### src/rtl/psum_pkg.sv
// Shared types and the width-generic signed add-with-overflow used by the psum accumulators.
package psum_pkg;

    localparam int unsigned MAX_W = 64;
    localparam int unsigned IDX_W = $clog2(MAX_W + 1);

    localparam logic MODE_WRAP = 1'b0;
    localparam logic MODE_SAT  = 1'b1;

    typedef struct packed {
        logic [MAX_W-1:0] sum;
        logic             ovf;
    } add_res_t;

    // Operands arrive sign-extended from w bits (w < MAX_W); result low w bits are meaningful.
    function automatic add_res_t sat_add(input logic [MAX_W-1:0] a,
                                         input logic [MAX_W-1:0] b,
                                         input int unsigned      w,
                                         input logic             sat);
        logic [MAX_W:0]   s;
        logic [MAX_W-1:0] pmax;
        add_res_t         r;
        s     = {a[MAX_W-1], a} + {b[MAX_W-1], b};
        pmax  = (MAX_W'(1) << (w - 1)) - MAX_W'(1);
        r.ovf = s[IDX_W'(w)] ^ s[IDX_W'(w - 1)];
        r.sum = s[MAX_W-1:0];
        if (r.ovf && sat) begin
            r.sum = s[IDX_W'(w)] ? ~pmax : pmax;
        end
        return r;
    endfunction

endpackage

### src/rtl/psum_fifo.sv
// Pointer-with-wrap-bit FIFO holding finished partial-sum vectors; flush resets pointers only.
module psum_fifo #(
    parameter int unsigned DW    = 8,
    parameter int unsigned DEPTH = 4
) (
    input  logic                         clk_i,
    input  logic                         rst_i,
    input  logic                         flush_i,
    input  logic                         push_i,
    input  logic                         pop_i,
    input  logic [DW-1:0]                wdata_i,
    output logic [DW-1:0]                rdata_o,
    output logic                         full_o,
    output logic                         empty_o,
    output logic [$clog2(DEPTH+1)-1:0]   level_o
);

    localparam int unsigned AW = $clog2(DEPTH);
    localparam int unsigned LW = $clog2(DEPTH + 1);

    logic [AW:0]   wr_q, wr_d, rd_q, rd_d;
    logic [DW-1:0] mem_q [DEPTH];
    logic          do_push, do_pop;

    assign full_o  = (wr_q[AW] != rd_q[AW]) && (wr_q[AW-1:0] == rd_q[AW-1:0]);
    assign empty_o = (wr_q == rd_q);
    assign level_o = LW'(wr_q - rd_q);
    assign rdata_o = mem_q[rd_q[AW-1:0]];
    assign do_push = push_i & ~full_o & ~flush_i;
    assign do_pop  = pop_i & ~empty_o & ~flush_i;

    always_comb begin
        wr_d = wr_q;
        rd_d = rd_q;
        if (flush_i) begin
            wr_d = '0;
            rd_d = '0;
        end else begin
            if (do_push) wr_d = wr_q + (AW+1)'(1);
            if (do_pop)  rd_d = rd_q + (AW+1)'(1);
        end
    end

    always_ff @(posedge clk_i or posedge rst_i) begin
        if (rst_i) begin
            wr_q <= '0;
            rd_q <= '0;
        end else begin
            wr_q <= wr_d;
            rd_q <= rd_d;
        end
    end

    // Storage is deliberately not reset or flushed; head is don't-care while empty.
    always_ff @(posedge clk_i) begin
        if (do_push) mem_q[wr_q[AW-1:0]] <= wdata_i;
    end

endmodule

### src/rtl/psum_accum_buf.sv
// Per-channel signed psum accumulator with first/last framing, sticky overflow and output FIFO.
module psum_accum_buf
    import psum_pkg::*;
#(
    parameter int unsigned WIDTH = 32,
    parameter int unsigned IN_W  = 20,
    parameter int unsigned CH    = 4,
    parameter int unsigned DEPTH = 4,
    parameter int unsigned SAT   = 1
) (
    input  logic                         CLK,
    input  logic                         RST,
    input  logic                         FLUSH,
    input  logic                         in_valid,
    output logic                         in_ready,
    input  logic                         in_first,
    input  logic                         in_last,
    input  logic [CH*IN_W-1:0]           in_data,
    output logic                         out_valid,
    input  logic                         out_ready,
    output logic [CH*WIDTH-1:0]          out_data,
    output logic [$clog2(DEPTH+1)-1:0]   level,
    output logic                         ovf
);

    localparam logic MODE = (SAT != 0) ? MODE_SAT : MODE_WRAP;

    logic                full, empty, acc_en, push;
    logic [CH*WIDTH-1:0] push_data;
    logic [CH-1:0]       ch_ovf;
    logic                ovf_q, ovf_d;

    assign in_ready  = ~FLUSH & ~full;
    assign acc_en    = in_valid & in_ready;
    assign push      = acc_en & in_last;
    assign out_valid = ~empty;
    assign ovf       = ovf_q;

    for (genvar c = 0; c < CH; c++) begin : g_ch
        logic [WIDTH-1:0] acc_q, acc_d, a_op;
        add_res_t         res;
        logic             unused_hi;

        // A first beat loads by adding to zero, which can never overflow.
        always_comb begin
            a_op  = in_first ? '0 : acc_q;
            res   = sat_add(MAX_W'($signed(a_op)),
                            MAX_W'($signed(in_data[c*IN_W +: IN_W])),
                            WIDTH, MODE);
            acc_d = acc_q;
            if (FLUSH) begin
                acc_d = '0;
            end else if (acc_en) begin
                acc_d = in_last ? '0 : res.sum[WIDTH-1:0];
            end
        end

        assign push_data[c*WIDTH +: WIDTH] = res.sum[WIDTH-1:0];
        assign ch_ovf[c]                   = res.ovf;
        assign unused_hi                   = ^res.sum[MAX_W-1:WIDTH];

        always_ff @(posedge CLK or posedge RST) begin
            if (RST) acc_q <= '0;
            else     acc_q <= acc_d;
        end
    end

    always_comb begin
        ovf_d = ovf_q | (acc_en & (|ch_ovf));
        if (FLUSH) ovf_d = 1'b0;
    end

    always_ff @(posedge CLK or posedge RST) begin
        if (RST) ovf_q <= 1'b0;
        else     ovf_q <= ovf_d;
    end

    psum_fifo #(
        .DW    (CH*WIDTH),
        .DEPTH (DEPTH)
    ) u_fifo (
        .clk_i   (CLK),
        .rst_i   (RST),
        .flush_i (FLUSH),
        .push_i  (push),
        .pop_i   (out_ready),
        .wdata_i (push_data),
        .rdata_o (out_data),
        .full_o  (full),
        .empty_o (empty),
        .level_o (level)
    );

endmodule

### config.mk
export PLATFORM = sky130hd
export DESIGN_NAME = psum_accum_buf
export DESIGN_NICKNAME = d
export VERILOG_FILES = /design/src/rtl/psum_pkg.sv /design/src/rtl/psum_fifo.sv /design/src/rtl/psum_accum_buf.sv
export SDC_FILE = /design/constraint.sdc
export NUM_CORES = 1
export LEC_CHECK = 0
export CORE_UTILIZATION = 35
export CTS_CLUSTER_SIZE = 8
export DETAILED_ROUTE_END_ITERATION = 8
export PLACE_DENSITY = 0.57
export SKIP_CTS_REPAIR_TIMING = 1
export SYNTH_ARGS = -nofsm -noshare
export SYNTH_HDL_FRONTEND = slang
export SYNTH_SLANG_ARGS = --single-unit
### constraint.sdc
create_clock -name CLK -period 7.9 [get_ports CLK]
set_input_delay 1.58 -clock CLK [delete_from_list [all_inputs] [get_ports CLK]]
set_output_delay 1.58 -clock CLK [all_outputs]
set_load 0.05 [all_outputs]
# == After elaboration in Yosys (flattened, before gate mapping) ==
# Memory sizes are Yosys's and may differ from the RTL's.
# Cells that the tools add are included.
# word_totals
reg_bits,135
latchBits,0
ram_bits,512
romBits,0
in_bits,87
output_inout_bits,134
elab_cells,70
mem_count,1
# op_classes
add_sub_neg,7
multipliers,0
div,0
magnitude_cmp,0
eq_ne,3
shifts,0
mux,31
bitwise_logic,16
reduce_logical,5
# mem_list
memory,depth,width,read_ports,rd_clocked_by_memory_dff,wr,line_no,rtl
u_fifo.mem_q,4,128,1,0,1,psum_fifo.sv:22,logic [DW-1:0] mem_q [DEPTH];
# op_table
op,count
32-bit two-way mux,24
32-bit by 20-bit adder with 33-bit output,4
3-bit two-way mux,4
1-bit AND,8
"3-bit by 1-bit adder with 3-bit output, second input constant",2
2-bit nonzero test,3
4-bit OR reduction,1
1-bit bitwise XOR,4
3-bit == test,1
1-bit two-way mux,3
1-bit NOT,3
3-bit subtractor,1
2-bit == test,1
1-bit logical AND,1
1-bit != test,1
1-bit OR,1

# == Logic depth before layout (Yosys ltp) ==
# logic_depth
depth_word,10
ltp_mapped,19
mapped_depth_nobuf,13

# == Modules after synthesis ==
# Synthesis repeated with hierarchy kept, for this count alone.
# unflattened
cells_unflattened,2562
hier_area_um2,32895.3
# modules_own_cells
module,instances,cells_per_inst,area_per_inst_um2,seq_area_each_um2
psum_fifo,1,736,19072.0,15524.9
psum_accum_buf,1,1826,13823.3,3228.1

# == Worst setup path before layout ==
# Ideal clock, no wire load.
# synth_timing
path_type,input-to-reg
start,input port FLUSH
end,"memory u_fifo.mem_q[3][0] (netlist bit), enable pin"
setup_time_ns,0.504
t_arrival_ns,6.109
required_ns,7.396
path_slack_ns,1.287
path_stages,5
n_path_buf,2
path_cell_list,clkbuf_1 -> a31oi_1 -> and3_1 -> clkbuf_1 -> and2_1
# synth_via
elab_chain_len,8
# synth_lines
item,line_no,rtl
start: declaration,psum_accum_buf.sv:13,"input logic FLUSH,"
1-bit NOT,psum_accum_buf.sv:33,assign in_ready = ~FLUSH & ~full;
1-bit AND,psum_accum_buf.sv:33,
named net in_ready,psum_accum_buf.sv:15,"output logic in_ready,"
1-bit AND,psum_accum_buf.sv:34,assign acc_en = in_valid & in_ready;
1-bit AND,psum_accum_buf.sv:35,assign push = acc_en & in_last;
1-bit AND (2 in a row),psum_fifo.sv:29,assign do_push = push_i & ~full_o & ~flush_i;
1-bit two-way mux,psum_fifo.sv:56,if (do_push) mem_q[wr_q[AW-1:0]] <= wdata_i;
1-bit two-way mux (implied by the code),psum_fifo.sv:56,
end: declaration,psum_fifo.sv:22,
# The timed path passes the listed nets, and every way through them passes these cells.

# == Final worst setup path ==
# layout_timing
start,input port in_first
end,register g_ch[0].acc_q[23]
# layout_via
elab_chain_len,7
elab_cells_between_ends,8
cone_classes,add/sub: 1; mux: 6; bitwise: 1
# layout_lines
item,line_no,rtl
start: declaration,psum_accum_buf.sv:16,"input logic in_first,"
32-bit two-way mux *,psum_accum_buf.sv:46,a_op = in_first ? '0 : acc_q;
32-bit by 20-bit adder with 33-bit output *,psum_pkg.sv:23,"s = {a[MAX_W-1], a} + {b[MAX_W-1], b};"
32-bit two-way mux or 1-bit bitwise XOR (tied branches),"psum_pkg.sv:28, psum_pkg.sv:25",
32-bit two-way mux *,psum_pkg.sv:27,if (r.ovf && sat) begin
32-bit two-way mux *,psum_accum_buf.sv:54,acc_d = in_last ? '0 : res.sum[WIDTH-1:0];
32-bit two-way mux *,psum_accum_buf.sv:53,end else if (acc_en) begin
32-bit two-way mux *,psum_accum_buf.sv:51,if (FLUSH) begin
end signal: assignment,psum_accum_buf.sv:63,if (RST) acc_q <= '0;
end signal: assignment,psum_accum_buf.sv:64,else acc_q <= acc_d;
end: declaration,psum_accum_buf.sv:40,"logic [WIDTH-1:0] acc_q, acc_d, a_op;"
# Every way passes the cells marked *; elsewhere a longest branch is shown, timed or not. The select of a mux whose other input is x is not followed.
# A chain may end at the register's enable or synchronous reset.

==> metrics <==
Worst Path Arrival=6.19 ns; Final Non-Filler Cells=4077; Hold Path Depth=2; clock skew=0.0293 ns; Multi-input gate area=0.0133 mm2; post-synthesis area per instance=12.8 um2; max_cap viols=0; CTS tree=done; vias=roughly 21000; critical path class=in2reg; final instance area=~0.039 mm2; clock slew seen by the registers of the worst setup and hold paths=approximately 0.050 ns; asr flop ratio synth=0.209; slew of the pin with the lowest slew margin=1.12 ns; leading area contributor after synthesis=edfxtp_1; part of the power in registers=0.416; dpl cell area=roughly 0.036 mm2; leakage power=between 10 and 15 nW; post-synth cell types=86; CTS buffer count=91; hold path startpoint=g_ch[0].acc_q[10]; placed insts=about 3900; Final Hold Viols=0; Final period util=0.725; crit path launch=in_first; status=finished, final reports clean; R2R depth=7; first-pass GRT wire length=129000 um; Final Util=0.422; reg2reg end=u_fifo.mem_q[1][111]; CP required=roughly 8.4 ns; Critical R2R Launch=u_fifo.rd_q[1]; clk sink count=647; clock buffer depth=3; Worst-Skew Late Latency=~0.64 ns; total track usage=0.176; CP max FO=53; Initial Util=0.355; DRT antenna net count=0; setup_tns=0 ns; Die Wd=between 300 and 400 um; site row count=~110; vias per cell=~5.2; fill cell count=approximately 8600; Layout Nets=~3000; Initial DRT Pass Iterations=5; yosys warns=0; Final Setup Violations=0; final WL=between 80000 and 90000 um; Reg2Reg Setup Slack=~3.4 ns; Max H-tree Level=3; Switch Pwr=between 2 and 3 mW; final hold slack=~0.47 ns; post-synth top area share=0.470; Power Internal=roughly 6.8 mW; ys flop type=edfxtp_1; Post-route DRC=0; largest cells by area after synthesis=edfxtp_1, dfrtp_1, mux4_2, ha_1, nor2_1; CTS Root Cell=clkbuf_16; Core ar.=0.0922 mm2; crit start category=input port; Chip Height=308 um; Yosys reg bits=~650; Syn Inst Count=approximately 2600; Pwr Density=between 200 and 250 mW/mm2; Synth Net Count=2780; post-synthesis instance area=between 0.03 and 0.04 mm2; Hold Crit Class=reg2reg; Iter 0 DRT Violations=1345; antenna violations before repair=3; Combinational Power Share=0.202; CP Capture Type=register; Buffers on Ports=220; number of synthesized flops with an enable pin=512; Sw Ratio=0.286; post-synthesis sequential area ratio=0.573; die footprint=0.0948 mm2; Period minus WS final=around 5.7 ns; HPWL Detailed=53800 um; Top-Level Pins=221; WL per Instance=roughly 20 um; Final Wtd Congestion=roughly 0.87; Hold Path Sink=g_ch[0].acc_q[10]; sequential cell area=0.0188 mm2; Max Fclk=roughly 170 MHz; clock share of power=0.382; Final Max Slew Viols=0; GRT overflow=0; largest net degree at the start of global routing=between 100 and 150; layout cells sized above 1=0.108; Layout area overhead=18.8%; Worst VDD drop=roughly 150 uV; slew margin rel.=0.254; vias in the first global route=between 20000 and 25000; antenna diode count=0; unrepaired setup endpoints after global routing=no
==> logic make-up after synthesis <==
| group | Yosys count | share of synthesized area |
|---|---|---|
| compound gates | 591 | 0.119 |
| xor+xnor | 118 | 0.0316 |
| fa+ha+maj | 141 | 0.0550 |
| buf+inv | 185 | 0.0235 |
| flops | 647 | 0.573 |
| mux | 141 | 0.0935 |
| simple gates | 730 | 0.104 |
==> layout by cell type, fill, tap and decap left out, drive strengths merged, types with 22 or more instances in the layout <==
| cell | instances |
|---|---|
| edfxtp | 512 |
| nor2 | 244 |
| clkdlybuf4s50 | 219 |
| nand2 | 211 |
| o21ai | 166 |
| clkbuf | 163 |
| nor2b | 136 |
| a21oi | 135 |
| ha | 135 |
| dfrtp | 135 |
| mux4 | 128 |
| xnor2 | 69 |
| a21o | 63 |
| inv | 56 |
| xor2 | 49 |
| o31ai | 36 |
| o211ai | 32 |
| a22o | 31 |
| nand3 | 30 |
| buf | 25 |
| nand2b | 22 |
| a211oi | 22 |
==> cell usage after synthesis (21+ instances only) <==
library cell and n:
edfxtp_1 512, nor2_1 244, nand2_1 210, nor2b_1 136, a21oi_1 135, dfrtp_1 135
ha_1 135, mux4_2 128, o21ai_0 119, xnor2_1 69, clkbuf_1 67, a21o_1 63
inv_1 54, xor2_1 49, o31ai_1 36, buf_2 34, o21ai_1 33, a22o_1 31
nand3_1 30, o211ai_1 30, nand2b_1 21, nand4_1 21
==> layer usage <==
metal | share of wire | up-vias | track usage
met3 | 0.047 | 108 | 0.0301
met1 | 0.45 | 10763 | 0.235
met5 | 0.00026 | - | 0
met4 | 0.020 | 4 | 0.0522
li1 | - | 10066 | -
met2 | 0.48 | 449 | 0.291
==> stage by stage <==
stage / power (mW) / worst slack (ns)
3_5_place_dp: 5.95 / 1.43
5_1_grt: 9.89 / 1.75
4_1_cts: 9.63 / 2.09
3_3_place_gp: 5.92 / 1.63
6_report: 9.49 / 2.17
2_1_floorplan: 5.34 / 1.29
==> area by class of cell <==
class,instances,area share
repair buffers,244,0.0628
clock inverters,5,0.00171
multi-input cells,1721,0.341
well taps,1243,0.0400
clock buffers,163,0.0666
inverters,54,0.00534
flip-flops and latches,647,0.482
==> state kept, by name, summed over array words and instances (netlist names) <==
name	flops
u_fifo.mem_q	512
u_fifo.rd_q	3
g_ch.acc_q	128
u_fifo.wr_q	3
ovf	1
==> power by group through the flow <==
| stage | Sequential (mW) | Clock, mW | Combinational (mW) |
|---|---|---|---|
| 5_1_grt | 3.96 | 3.87 | 2.06 |
| 3_5_place_dp | 4.02 | 0 | 1.93 |
| 4_1_cts | 3.95 | 3.74 | 1.94 |
| 3_3_place_gp | 4.01 | 0 | 1.91 |
| 6_report | 3.95 | 3.63 | 1.91 |
| 2_1_floorplan | 3.98 | 0 | 1.35 |
==> worst max-delay path: stages <==
cell	delay, ns
buf_4	0.49
buf_4	0.52
nor2b_1	0.10
ha_1	0.23
inv_1	0.08
fa_1	0.23
nor2b_1	0.08
o31a_1	0.30
o211ai_1	0.25
o211ai_2	0.19
o211ai_1	0.20
o211a_1	0.37
a22o_1	0.18
buf_4	0.32
or2_1	0.74
o21ai_0	0.21
==> how the worst max path moves through the flow <==
stage	endpoint	slack (ns)	cells past startpoint
2_1_floorplan	u_fifo.mem_q[3][0]	1.29	5
3_3_place_gp	g_ch[0].acc_q[24]	1.63	16
3_5_place_dp	g_ch[0].acc_q[17]	1.43	16
4_1_cts	g_ch[0].acc_q[20]	2.09	16
5_1_grt	g_ch[0].acc_q[24]	1.75	16
6_report	g_ch[0].acc_q[23]	2.17	16
Note: power is estimated with default switching activity, not from simulation.
